===== src/rtl/hash_display_ctrl_pkg.sv =====
// Shared definitions for the hash display scheduler: FSM state encoding and
// the default hash bus width.
package hash_display_ctrl_pkg;

    localparam int HASH_W_DEFAULT = 160;

    typedef enum logic [1:0] {
        S_IDLE = 2'd0,
        S_PEND = 2'd1,
        S_HOLD = 2'd2
    } state_e;

endpackage


===== src/rtl/rr_arb2.sv =====
// Two-requester round-robin arbiter. On contention the requester that did not
// win last time is granted; a lone requester always wins.
module rr_arb2 (
    input  logic [1:0] valid,
    input  logic       last_grant,
    output logic [1:0] grant
);

    always_comb begin
        // NOTE: every combinational output gets a default first so no path leaves it unassigned (no latch).
        grant = 2'b00;
        case (valid)
            2'b01:   grant = 2'b01;
            2'b10:   grant = 2'b10;
            2'b11:   grant = last_grant ? 2'b01 : 2'b10;
            default: grant = 2'b00;
        endcase
    end

endmodule


===== src/rtl/hash_display_ctrl.sv =====
// Frame-synchronous hash display scheduler: arbitrates two producers, stages the
// accepted hash and commits it to the display only at a frame boundary.
module hash_display_ctrl
    import hash_display_ctrl_pkg::*;
#(
    parameter int HASH_W      = HASH_W_DEFAULT,
    parameter int HOLD_FRAMES = 60,
    parameter int CNT_W       = 8
) (
    input  logic              clk,
    input  logic              rst,
    input  logic              frame_start,
    input  logic              clear,
    input  logic              req0_valid,
    input  logic [HASH_W-1:0] req0_hash,
    output logic              req0_ready,
    input  logic              req1_valid,
    input  logic [HASH_W-1:0] req1_hash,
    output logic              req1_ready,
    output logic [HASH_W-1:0] disp_hash,
    output logic              disp_src,
    output logic              disp_valid,
    output logic              busy
);

    localparam logic [CNT_W-1:0] HOLD_LOAD = CNT_W'(HOLD_FRAMES - 1);

    state_e            state_q, state_d;
    logic              last_grant_q, last_grant_d;
    logic [HASH_W-1:0] shadow_q, shadow_d;
    logic              shadow_src_q, shadow_src_d;
    logic [HASH_W-1:0] disp_hash_q, disp_hash_d;
    logic              disp_src_q, disp_src_d;
    logic              disp_valid_q, disp_valid_d;
    logic [CNT_W-1:0]  hold_cnt_q, hold_cnt_d;
    logic [1:0]        grant;
    logic              xfer;

    rr_arb2 u_arb (
        .valid      ({req1_valid, req0_valid}),
        .last_grant (last_grant_q),
        .grant      (grant)
    );

    always_ff @(posedge clk or posedge rst) begin
        if (rst) begin
            state_q      <= S_IDLE;
            last_grant_q <= 1'b1;
            shadow_q     <= '0;
            shadow_src_q <= 1'b0;
            disp_hash_q  <= '0;
            disp_src_q   <= 1'b0;
            disp_valid_q <= 1'b0;
            hold_cnt_q   <= '0;
        end else begin
            // NOTE: non-blocking so every flop samples the pre-edge value of its peers.
            state_q      <= state_d;
            last_grant_q <= last_grant_d;
            shadow_q     <= shadow_d;
            shadow_src_q <= shadow_src_d;
            disp_hash_q  <= disp_hash_d;
            disp_src_q   <= disp_src_d;
            disp_valid_q <= disp_valid_d;
            hold_cnt_q   <= hold_cnt_d;
        end
    end

    always_comb begin
        state_d = state_q;
        if (clear) begin
            state_d = S_IDLE;
        end else begin
            case (state_q)
                S_IDLE:  if (xfer) state_d = S_PEND;
                S_PEND:  if (frame_start) state_d = S_HOLD;
                S_HOLD:  if (hold_cnt_q == '0) state_d = S_IDLE;
                default: state_d = S_IDLE;
            endcase
        end
    end

    always_comb begin
        last_grant_d = last_grant_q;
        shadow_d     = shadow_q;
        shadow_src_d = shadow_src_q;
        disp_hash_d  = disp_hash_q;
        disp_src_d   = disp_src_q;
        disp_valid_d = disp_valid_q;
        hold_cnt_d   = hold_cnt_q;
        if (clear) begin
            disp_valid_d = 1'b0;
            disp_hash_d  = '0;
            hold_cnt_d   = '0;
        end else begin
            if (state_q == S_IDLE && xfer) begin
                shadow_d     = req1_ready ? req1_hash : req0_hash;
                shadow_src_d = req1_ready;
                last_grant_d = req1_ready;
            end
            // Commit only on a frame boundary so the picture never tears.
            if (state_q == S_PEND && frame_start) begin
                disp_hash_d  = shadow_q;
                disp_src_d   = shadow_src_q;
                disp_valid_d = 1'b1;
                hold_cnt_d   = HOLD_LOAD;
            end
            if (state_q == S_HOLD && hold_cnt_q != '0 && frame_start) begin
                hold_cnt_d = hold_cnt_q - CNT_W'(1);
            end
        end
    end

    always_comb begin
        req0_ready = (state_q == S_IDLE) && grant[0] && !clear;
        req1_ready = (state_q == S_IDLE) && grant[1] && !clear;
        xfer       = req0_ready || req1_ready;
        busy       = (state_q != S_IDLE);
    end

    assign disp_hash  = disp_hash_q;
    assign disp_src   = disp_src_q;
    assign disp_valid = disp_valid_q;

endmodule


===== config.mk =====
export PLATFORM = sky130hd
export DESIGN_NAME = hash_display_ctrl
export DESIGN_NICKNAME = d
export VERILOG_FILES = /design/src/rtl/hash_display_ctrl_pkg.sv /design/src/rtl/rr_arb2.sv /design/src/rtl/hash_display_ctrl.sv
export SDC_FILE = /design/constraint.sdc
export NUM_CORES = 1
export LEC_CHECK = 0
export CAP_MARGIN = 40
export CORE_AREA = 4 4 190 192
export CTS_BUF_LIST = sky130_fd_sc_hd__clkbuf_16
export DETAILED_ROUTE_END_ITERATION = 10
export DIE_AREA = 0 0 194 196
export PLACE_DENSITY = 0.76
export RECOVER_POWER = 50
export SLEW_MARGIN = 20
export SYNTH_ARGS = -nofsm -noshare
export SYNTH_HDL_FRONTEND = slang
export SYNTH_SLANG_ARGS = --single-unit
export TNS_END_PERCENT = 50

===== constraint.sdc =====
create_clock -name clk -period 16.4 [get_ports clk]
set_input_delay 4.92 -clock clk [delete_from_list [all_inputs] [get_ports clk]]
set_output_delay 4.92 -clock clk [all_outputs]
set_load 0.02 [all_outputs]

==> results.md, run 1 <==
* Num ports at slightly below 500
* Share of cells above drive strength 1 at 0.0428
* CTS buffer count at 37
* Commonest non-fill, non-tap cell in the layout: dfrtp_1
* Wirelength per Cell at between 15 and 20 um
* Post-Syn Area at 0.0136 mm^2
* CP max-delay cell: nand3_1
* Fmax at ~78 MHz
* Vias in the first global route at between 10000 and 15000
* Top_reg_cell synth: dfrtp_1
* Die area at roughly 0.038 mm^2
* Unrepaired setup endpoints after global routing: false
* Max-slew violation count at around 450
* Sequential-to-total area share from yosys stat at 0.613
* Post-CTS Setup Inserts at 0
* Drt initial violations at 500
* CTS tree: yes
* Setup crit end kind: output port
* Clock tree buffer depth at 3
* Slew margin rel. at -2.05
* Final Cell Area at 0.0200 mm^2
* First drt pass iteration count at 4
* Clock transition at the registers of the reported paths at around 60 ps
* Vias at ~11000
* Total grt overflow at 0
* Clock sink count at roughly 330
* Final setup viols at 0
* R2R Path End: shadow_q[34]
* # hold bufs at CTS at 0
* Critical Path Start Type: input port
* Ys async rst share at 1.00
* PD cells at approximately 120 mW/mm^2
* Synth cell types at 40
* Synth top area cells: dfrtp_1 61%, mux2i_1 12%, a22o_1 10%
* Synth top area share at 0.611
* Placed Area at roughly 0.019 mm^2
* Status: complete, but fails checks
* CP required at roughly 11000 ps
* Fin util at 0.583
* Skew final at between 8 and 9 ps
* Average cell area after synthesis at roughly 12 um^2
* Buffers on Ports at 490
* Final setup margin at approximately 3600 ps
* Num rows at slightly below 70
* Cell Chain, Critical Path: dlygate4sd3_1 -> nor3_2 -> nand3_1 -> inv_1 -> clkdlybuf4s50_1
* Die height at around 200 um
* Crit path DAT at roughly 7900 ps
* Worst vdd ir at about 0.00008 V
* First-pass GRT wire length at roughly 64 mm
* Layout area overhead at 47.0%
* Largest net degree at the start of global routing at 177
* Post-CTS sizing at 0
* Post-Syn Instances at about 1100
* Number of synthesized flops with an enable pin at 0
* DP Worst Slack at about 4000 ps
* Gr usage total at 0.207
* Final Cycle Share at 0.781
* Routed WL at between 40 and 50 mm
* Failing checks: max-capacitance violations, max-slew violations
* Syn_nets at 1461
* Initial antenna violation count at 0
* Drt drc at 0
* Ys Warns at 0
* Htree depth at 2
* # nets final at roughly 1900
* Tmin final at 12800 ps
* R2r worst-path depth at 6
* Crit path max fanout at 26
* Setup_tns at 0 ps
* Max Cap Viol at 7
* Critical path origin: clear
* Antenna cells at 0
* Hpwl dp at 28.3 mm
* Leak Pwr at between 9 and 10 nW
* DR vias/cell at between 5 and 6
* Final ANT Viol Nets at 0
* Critical Path Max Stage Delay at roughly 1100 ps
* Core region area at 0.0344 mm^2
* Cell taking the most area after synthesis: dfrtp_1
* Clk Latency, worst-skew pair at around 500 ps
* Hold crit path type: reg2reg
* Commonest non-fill, non-tap cells in the layout: 333 x dfrtp_1, 325 x clkdlybuf4s50_1, 170 x nand2_1, 165 x dlygate4sd3_1, 163 x a22o_1
* CP Class: in2out
* Initial Utilization at 0.397
* RePlAce Congestion at about 0.82
* #FFs+latches synth at approximately 330
* Worst reg2reg path startpoint: state_q[0]
* Worst Tran Pin Value at 4550 ps
* Worst setup path end: req0_ready
* Reg2Reg Setup Slack at around 13000 ps
* Final hold violation count at 0
* Chip Width at a little under 200 um
* Root buffer cell: clkbuf_16
where the power goes:
group | internal (mW) | leakage [nW] | switching (mW) | total (mW)
combinational | 0.245 | 5.02 | 0.230 | 0.474
sequential | 1.00 | 4.33 | 0.108 | 1.11
clock | 0.454 | 0.575 | 0.320 | 0.774
through the flow:
step           total power [mW]  hold slack, ps  instances
6_report                   2.36             470       2067
5_1_grt                    2.49             507       2067
4_1_cts                    2.40             469       2061
3_5_place_dp               1.61             463       1999
3_3_place_gp               1.59             460       1998
2_1_floorplan              1.37             441       1133
final cells by class:
cell class	count	area, um^2
flip-flops and latches	334	8360
clock inverters	25	183
clock buffers	37	926
well taps	455	569
fillers	2815	14300
repair buffers	509	5140
multi-input cells	701	4830
inverters	6	31.3
state kept, by name, indices dropped and copies added, names as in the netlist:
register	count
disp_hash	160
shadow_q	160
hold_cnt_q	8
state_q	2
disp_src	1
disp_valid	1
last_grant_q	1
shadow_src_q	1
metal layers:
| metal | wire length (um) | GRT usage | part of all wire |
|---|---|---|---|
| met5 | 0 | 0 | 0 |
| met2 | 19900 | 0.351 | 0.48 |
| met4 | 1450 | 0.0648 | 0.035 |
| met1 | 16200 | 0.255 | 0.39 |
| met3 | 3600 | 0.0654 | 0.087 |
worst min-delay path by stage:
stage	startpoint	end	slack, ps	depth (start not counted)
floorplan	shadow_src_q	shadow_src_q	440	2
global placement	last_grant_q	last_grant_q	460	2
detailed placement	last_grant_q	last_grant_q	460	2
CTS	last_grant_q	last_grant_q	470	2
global route	shadow_q[30]	disp_hash[30]	510	1
finish	last_grant_q	last_grant_q	470	2
synth_stat cells, types with 2 or more instances:
library cell and n:
a211o_1 2, a21o_1 2, a21oi_1 2, a22o_1 163
a31oi_1 2, buf_1 6, buf_2 40, buf_6 2
clkbuf_1 43, dfrtp_1 333, ha_1 2, inv_1 6
mux2i_1 160, nand2_1 170, nand3_1 3, nor2_1 5
nor2b_1 2, nor3_1 3, nor3b_1 2, nor4_1 3
o21ai_0 160, o22ai_1 3, xor2_1 2
cell families after synthesis:
| group | Yosys count | share of synthesized area |
|---|---|---|
| AO/OA/AOI/OAI | 340 | 0.174 |
| XOR/XNOR | 3 | 0.00193 |
| adder cells (fa/ha/maj) | 2 | 0.00184 |
| buffers and inverters | 98 | 0.0320 |
| flip-flops | 334 | 0.613 |
| multiplexers | 161 | 0.118 |
| AND/OR/NAND/NOR | 195 | 0.0583 |
worst max-delay path, delay by kind of cell:
family	cells	cell delay (ps)
buffers and inverters	3	1560
and+or+nand+nor	2	1380
No activity file was read; power rests on OpenSTA's default activity.
==> inputs of run 2 (changes only) <==
--- a/config.mk
+++ b/config.mk
@@ -6,11 +6,11 @@
 export NUM_CORES = 1
 export LEC_CHECK = 0
 export CAP_MARGIN = 40
-export CORE_AREA = 4 4 190 192
+export CORE_AREA = 4 4 188 190
 export CTS_BUF_LIST = sky130_fd_sc_hd__clkbuf_16
 export DETAILED_ROUTE_END_ITERATION = 10
-export DIE_AREA = 0 0 194 196
-export PLACE_DENSITY = 0.76
+export DIE_AREA = 0 0 192 194
+export PLACE_DENSITY = 0.8
 export RECOVER_POWER = 50
 export SLEW_MARGIN = 20
 export SYNTH_ARGS = -nofsm -noshare
==> constraint.sdc (replaced) <==
create_clock -name clk -period 10.5 [get_ports clk]
set_input_delay 3.15 -clock clk [delete_from_list [all_inputs] [get_ports clk]]
set_output_delay 3.15 -clock clk [all_outputs]
set_load 0.02 [all_outputs]
==> run 2 against run 1 <==
  * The flow still finishes with violations (max-capacitance violations, max-slew violations)
  * Register-to-register slack got worse by 6600 ps
  * Sequential cell count stayed put
  * Sequential power grew 56%
  * Cell area fell by 0.11%
  * Clock-buffer cell count up 2
  * Sequential share of layout area about the same
  * Critical path depth is the same
  * Die area is 2.0% lower
  * Global-route usage rose by 1.1 points
  * First-iteration DRC count up 4.8%
  * Critical path type unchanged
  * Highest routed layer is now met5
==> results.md, run 2 (synthesis results as in run 1) <==
* Hold crit path type: reg2reg (unchanged)
* CTS buffer count at 37 (unchanged)
* First-pass GRT wire length at 64.8 mm (was 64.1 mm)
* RePlAce Congestion at 0.805 (was 0.823)
* Tmin final at between 8000 and 9000 ps
* Clock transition at the registers of the reported paths at 60 ps (about the same)
* First drt pass iteration count at 5 (was 4)
* Max Cap Viol at 5 (was 7)
* Fmax at ~120 MHz
* Setup crit end kind: output port (unchanged)
* Num rows at 67 (was 68)
* Layout area overhead at 46.8% (was 47.0%)
* Vias at 10822 (was 10732)
* Status: complete, but fails checks (unchanged)
* Root buffer cell: clkbuf_16 (unchanged)
* Clk Latency, worst-skew pair at 520 ps (was 500 ps)
* Power Total at 3.69 mW (was 2.36 mW)
* Die area at 0.0372 mm^2 (was 0.0380 mm^2)
* Crit path max fanout at 29 (was 26)
* Slew margin rel. at -1.18 (was -2.05)
* Post-CTS Setup Inserts at 0 (unchanged)
* CP Class: in2out (unchanged)
* FF/Latch Area at 0.00836 mm^2 (unchanged)
* Skew final at 8.26 ps (was 8.14 ps)
* Final hold violation count at 0 (unchanged)
* Critical Path Max Stage Delay at 640 ps (was 1130 ps)
* Critical Path Start Type: input port (unchanged)
* FILL cells at 2594 (was 2815)
* Worst Tran Pin Value at 3270 ps (was 4550 ps)
* Vias in the first global route at 11221 (was 11158)
* Final Cycle Share at 0.822
* CP most frequent cell: clkdlybuf4s50_1
* Max-slew violation count at 282 (was 452)
* Buffers on Ports at 490 (unchanged)
* # hold bufs at CTS at 0 (unchanged)
* Final setup viols at 0 (unchanged)
* CP bufs+invs at 3 (unchanged)
* CP max-delay cell: clkdlybuf4s50_1 (was nand3_1)
* CP required at 7350 ps (was 11480 ps)
* Drt initial violations at 524 (was 500)
* Wirelength per Cell at 20.5 um (was 19.9 um)
* Die height at 194 um (was 196 um)
* Final setup margin at 1870 ps (was 3600 ps)
* Cell Chain, Critical Path: clkdlybuf4s50_1 -> nor3_2 -> nand3_4 -> inv_1 -> clkdlybuf4s50_1 (was dlygate4sd3_1 -> nor3_2 -> nand3_1 -> inv_1 -> clkdlybuf4s50_1)
* Clock sink count at 334 (unchanged)
* Share of cells above drive strength 1 at 0.0435 (was 0.0428)
* Clock tree buffer depth at 3 (unchanged)
* Chip Width at 192 um (was 194 um)
* Num ports at 491 (unchanged)
* Routed WL at 42.1 mm (was 41.2 mm)
* Htree depth at 2 (unchanged)
* Largest net degree at the start of global routing at 176 (was 177)
* PD cells at 184 mW/mm^2 (was 118 mW/mm^2)
* R2r worst-path depth at 6 (unchanged)
* Commonest non-fill, non-tap cells in the layout: 433 x clkdlybuf4s50_1, 333 x dfrtp_1, 170 x nand2_1, 163 x a22o_1 (was 333 x dfrtp_1, 325 x clkdlybuf4s50_1, 170 x nand2_1, 165 x dlygate4sd3_1, 163 x a22o_1)
* Crit path DAT at 5480 ps (was 7880 ps)
* DR vias/cell at 5.26 (was 5.19)
* Critical path depth at 5 (unchanged)
* Worst vdd ir at 0.000124 V (was 0.0000805 V)
* Initial antenna violation count at 2 (was 0)
* Hold path depth at 2 (unchanged)
* # nets final at 1916 (was 1917)
* Hpwl dp at 28.6 mm (was 28.3 mm)
* Total grt overflow at 0 (unchanged)
* Critical path's top delay family: buffers and inverters (unchanged)
* Failing checks: max-capacitance violations, max-slew violations (unchanged)
* Leak Pwr at 9.57 nW (was 9.93 nW)
* CTS tree: yes (unchanged)
* Post-CTS sizing at 0 (unchanged)
* DP Worst Slack at 1730 ps (was 3980 ps)
* Initial Utilization at 0.407 (was 0.397)
* Setup_tns at 0 ps (unchanged)
* Footprint of the multi-input gates at 0.00484 mm^2 (was 0.00483 mm^2)
* Drt drc at 0 (unchanged)
* Commonest non-fill, non-tap cell in the layout: clkdlybuf4s50_1 (was dfrtp_1)
* Gr usage total at 0.218 (was 0.207)
* Final ANT Viol Nets at 0 (unchanged)
* Core region area at 0.0334 mm^2 (was 0.0344 mm^2)
* Unrepaired setup endpoints after global routing: false (unchanged)
run 2: worst paths after layout:
| kind | start | to | slack, ps |
|---|---|---|---|
| worst max-delay path | clear | req0_ready | 1870 |
| worst max register to register | state_q[0] | disp_hash[24] | 5970 |
| min in group asynchronous | rst | disp_hash[79] | 3100 |
| max in group asynchronous | rst | shadow_q[2] | 2870 |
| worst min register to register | last_grant_q | last_grant_q | 480 |
| worst min-delay path | last_grant_q | last_grant_q | 480 |
run 2: metrics by stage:
step | hold WS (ps) | instance area [um^2] | utilization | std cells
after floorplan | 441 | 13600 | - | 1133
after CTS | 483 | 20000 | 0.598 | 2054
after global placement | 465 | 18800 | 0.563 | 1991
final | 480 | 20000 | 0.598 | 2058
after detailed placement | 477 | 18900 | 0.565 | 1994
after global routing | 503 | 20000 | 0.598 | 2058
run 2: layout make-up:
class / count / share of cell area
sequential: 334 / 0.418
timing repair buffer: 508 / 0.256
multi-input combinational: 701 / 0.242
clock buffer: 39 / 0.0488
tap: 448 / 0.0280
clock inverter: 21 / 0.00594
inverter: 6 / 0.00156
antenna: 1 / 0.000125
run 2: worst min-delay path, stage by stage, from the launching register on:
cell and delay (ps):
dfstp_2 380, nand2_1 50, nand2_1 50
run 2: power by group:
group          switching (mW)  total, mW  internal, mW
Clock                   0.508       1.20         0.689
Combinational           0.365      0.758         0.393
Sequential              0.165       1.73          1.57
run 2: layer usage:
metal	track usage	part of all wire	routed length [um]
met5	0	0.00031	13
met4	0.0745	0.033	1380
met3	0.0762	0.097	4100
met2	0.363	0.49	20400
met1	0.265	0.38	16200
==> inputs of run 3 (changes only) <==
--- a/config.mk
+++ b/config.mk
@@ -6,11 +6,11 @@
 export NUM_CORES = 1
 export LEC_CHECK = 0
 export CAP_MARGIN = 40
-export CORE_AREA = 4 4 188 190
+export CORE_AREA = 4 4 190 192
 export CTS_BUF_LIST = sky130_fd_sc_hd__clkbuf_16
 export DETAILED_ROUTE_END_ITERATION = 10
-export DIE_AREA = 0 0 192 194
-export PLACE_DENSITY = 0.8
+export DIE_AREA = 0 0 194 196
+export PLACE_DENSITY = 0.76
 export RECOVER_POWER = 50
 export SLEW_MARGIN = 20
 export SYNTH_ARGS = -nofsm -noshare
==> constraint.sdc (replaced) <==
create_clock -name clk -period 8.7 [get_ports clk]
set_input_delay 2.61 -clock clk [delete_from_list [all_inputs] [get_ports clk]]
set_output_delay 2.61 -clock clk [all_outputs]
set_load 0.02 [all_outputs]
==> run 3 against run 2 <==
  * Worst setup slack got worse by 900 ps
  * Critical path type unchanged
  * Total power increased by 27%
  * Core utilization decreased by 0.76 points
  * Critical path depth unchanged
  * Clock power increased by 41%
  * Via count decreased by 0.21%
  * Non-clock buffer count increased by 2
  * The flow still finishes with violations (max-capacitance violations, max-slew violations)
==> results.md, run 3 (synthesis results as in run 1) <==
* Clk Latency, worst-skew pair at 520 ps (about the same)
* Final Cycle Share at 0.888
* Total grt overflow at 0 (unchanged)
* Leak Pwr at 9.77 nW (was 9.57 nW)
* Skew final at 16.3 ps (was 8.26 ps)
* DR vias/cell at 5.21 (was 5.26)
* Die area at 0.0380 mm^2 (was 0.0372 mm^2)
* Critical path origin: clear (unchanged)
* Worst Tran Pin Value at 3950 ps (was 3270 ps)
* Buffers on Ports at 490 (unchanged)
* Setup_tns at 0 ps (unchanged)
* Vias in the first global route at 11402 (was 11221)
* Die height at 196 um (was 194 um)
* Cell Chain, Critical Path: dlygate4sd3_1 -> nor3_1 -> nand3_1 -> inv_8 -> clkdlybuf4s50_1 (was clkdlybuf4s50_1 -> nor3_2 -> nand3_4 -> inv_1 -> clkdlybuf4s50_1)
* First-pass GRT wire length at 64.4 mm (was 64.8 mm)
* Initial antenna violation count at 1 (was 2)
* Status: complete, but fails checks (unchanged)
* Setup crit end kind: output port (unchanged)
* Initial Utilization at 0.397 (was 0.407)
* Drt drc at 0 (unchanged)
* CTS buffer count at 37 (unchanged)
* Final setup viols at 0 (unchanged)
* CP required at 6090 ps (was 7350 ps)
* Core region area at 0.0344 mm^2 (was 0.0334 mm^2)
* Hpwl dp at 29.2 mm (was 28.6 mm)
* Worst hold start: last_grant_q (unchanged)
* Crit path DAT at 5120 ps (was 5480 ps)
* Sw frac at 0.272 (was 0.282)
* Fin util at 0.591 (was 0.598)
* Power Total at 4.70 mW (was 3.69 mW)
* Comb power frac at 0.194 (was 0.206)
* First drt pass iteration count at 7 (was 5)
* Htree depth at 2 (unchanged)
* Commonest non-fill, non-tap cell in the layout: clkdlybuf4s50_1 (unchanged)
* Met3 wire len at 3.65 mm (was 4.10 mm)
* Internal at 3.42 mW (was 2.65 mW)
* Footprint of the multi-input gates at 0.00485 mm^2 (was 0.00484 mm^2)
* CTS tree: yes (unchanged)
* # hold bufs at CTS at 0 (unchanged)
* Root buffer cell: clkbuf_16 (unchanged)
* Chip Width at 194 um (was 192 um)
* Fmax at between 100 and 150 MHz
* Max Cap Viol at 3 (was 5)
* Failing checks: max-capacitance violations, max-slew violations (unchanged)
* R2R Path End: disp_hash[52] (was disp_hash[24])
* Commonest non-fill, non-tap cells in the layout: 412 x clkdlybuf4s50_1, 333 x dfrtp_1, 170 x nand2_1, 163 x a22o_1 (was 433 x clkdlybuf4s50_1, 333 x dfrtp_1, 170 x nand2_1, 163 x a22o_1)
* Critical path's top delay family: buffers and inverters (unchanged)
* Num ports at 491 (unchanged)
* Drt initial violations at 430 (was 524)
* Clock sink count at 334 (unchanged)
* Clock tree buffer depth at 3 (unchanged)
* Clock transition at the registers of the reported paths at 60 ps (about the same)
* Final hold violation count at 0 (unchanged)
* Final ANT Viol Nets at 0 (unchanged)
* Post-CTS sizing at 0 (unchanged)
* FILL cells at 2730 (was 2594)
* CP bufs+invs at 3 (unchanged)
* Worst setup path end: req1_ready (was req0_ready)
* # nets final at 1918 (was 1916)
* Wl on met1 at 16.3 mm (was 16.2 mm)
* Reg power frac at 0.446 (was 0.470)
* Largest net degree at the start of global routing at 176 (unchanged)
* Share of cells above drive strength 1 at 0.0513 (was 0.0435)
* RePlAce Congestion at 0.823 (was 0.805)
* Slew margin rel. at -1.63 (was -1.18)
* Reg2Reg Setup Slack at 3970 ps (was 5970 ps)
* WL met2 at 20.2 mm (was 20.4 mm)
* Psw at 1.28 mW (was 1.04 mW)
* Crit path max fanout at 53 (was 29)
* Tmin final at 7730 ps
* CP max-delay cell: clkdlybuf4s50_1 (unchanged)
* Worst reg2reg path startpoint: state_q[0] (unchanged)
* Placed Area at 0.0190 mm^2 (was 0.0189 mm^2)
* Critical Path Max Stage Delay at 730 ps (was 640 ps)
* PD cells at 231 mW/mm^2 (was 184 mW/mm^2)
* Max-slew violation count at 290 (was 282)
* Unrepaired setup endpoints after global routing: false (unchanged)
* Gr usage total at 0.209 (was 0.218)
* Critical Path Start Type: input port (unchanged)
* DR top layer: met4 (was met5)
* Vias at 10799 (was 10822)
* FF/Latch Area at 0.00836 mm^2 (unchanged)
* Worst vdd ir at 0.000150 V (was 0.000124 V)
* Routed WL at 41.6 mm (was 42.1 mm)
* Critical path depth at 5 (unchanged)
* Clock share of power at 0.360 (was 0.325)
* Hold crit path type: reg2reg (unchanged)
* Post-CTS Setup Inserts at 0 (unchanged)
* Final Cell Area at 0.0203 mm^2 (was 0.0200 mm^2)
* Layout area overhead at 49.0% (was 46.8%)
* Hold path depth at 2 (unchanged)
* R2r worst-path depth at 5 (was 6)
* Num rows at 68 (was 67)
* CP Class: in2out (unchanged)
* Wirelength per Cell at 20.1 um (was 20.5 um)
## run 3: cell count changes in the layout (fill, tap and decap cells not counted), moves of 3 or more
cell and change:
buf_16 +3, clkinv_1 -5, dlygate4sd3_1 +21, clkdlybuf4s50_1 -21, clkinv_2 +4, bufinv_16 +7
## run 3: layout make-up
cell class	instances	area share
Tap cell	455	0.0280
Antenna cell	1	0.000123
Clock buffer	39	0.0481
Clock inverter	28	0.0169
Timing Repair Buffer	510	0.255
Multi-Input combinational cell	701	0.239
Sequential cell	334	0.412
Inverter	6	0.00166
## run 3: power by group through the flow
| stage | clock network (mW) | logic [mW] | registers (mW) |
|---|---|---|---|
| finish | 1.69 | 0.913 | 2.09 |
| global route | 1.79 | 1.01 | 2.13 |
| CTS | 1.73 | 0.937 | 2.09 |
| detailed placement | 0 | 0.933 | 2.12 |
| global placement | 0 | 0.890 | 2.10 |
| floorplan | 0 | 0.457 | 2.13 |
## run 3: worst min-delay path by stage
stage / end / slack [ps]
floorplan: shadow_src_q / 440
finish: last_grant_q / 480
detailed placement: last_grant_q / 470
global placement: last_grant_q / 470
CTS: last_grant_q / 480
global route: last_grant_q / 500
## run 3: worst reg2reg max path, stage by stage (launching register included)
cell and delay (ps):
dfrtp_1 570, nand2_1 180, nor3_1 230, clkbuf_1 910, clkbuf_1 2320, a22o_1 450
## run 3: through the flow
step	hold WS, ps	cells	setup WS, ps
after floorplan	441	1133	1630
after global placement	466	1998	1200
after detailed placement	470	2005	1150
after CTS	477	2072	1160
after global routing	502	2074	788
final	476	2074	971
## run 3: routing by layer
metal  vias to the layer above  GRT usage
met5                         -          0
met4                         0     0.0727
met3                        88     0.0690
met2                       438      0.357
met1                      5280      0.250
li1                       4993          -
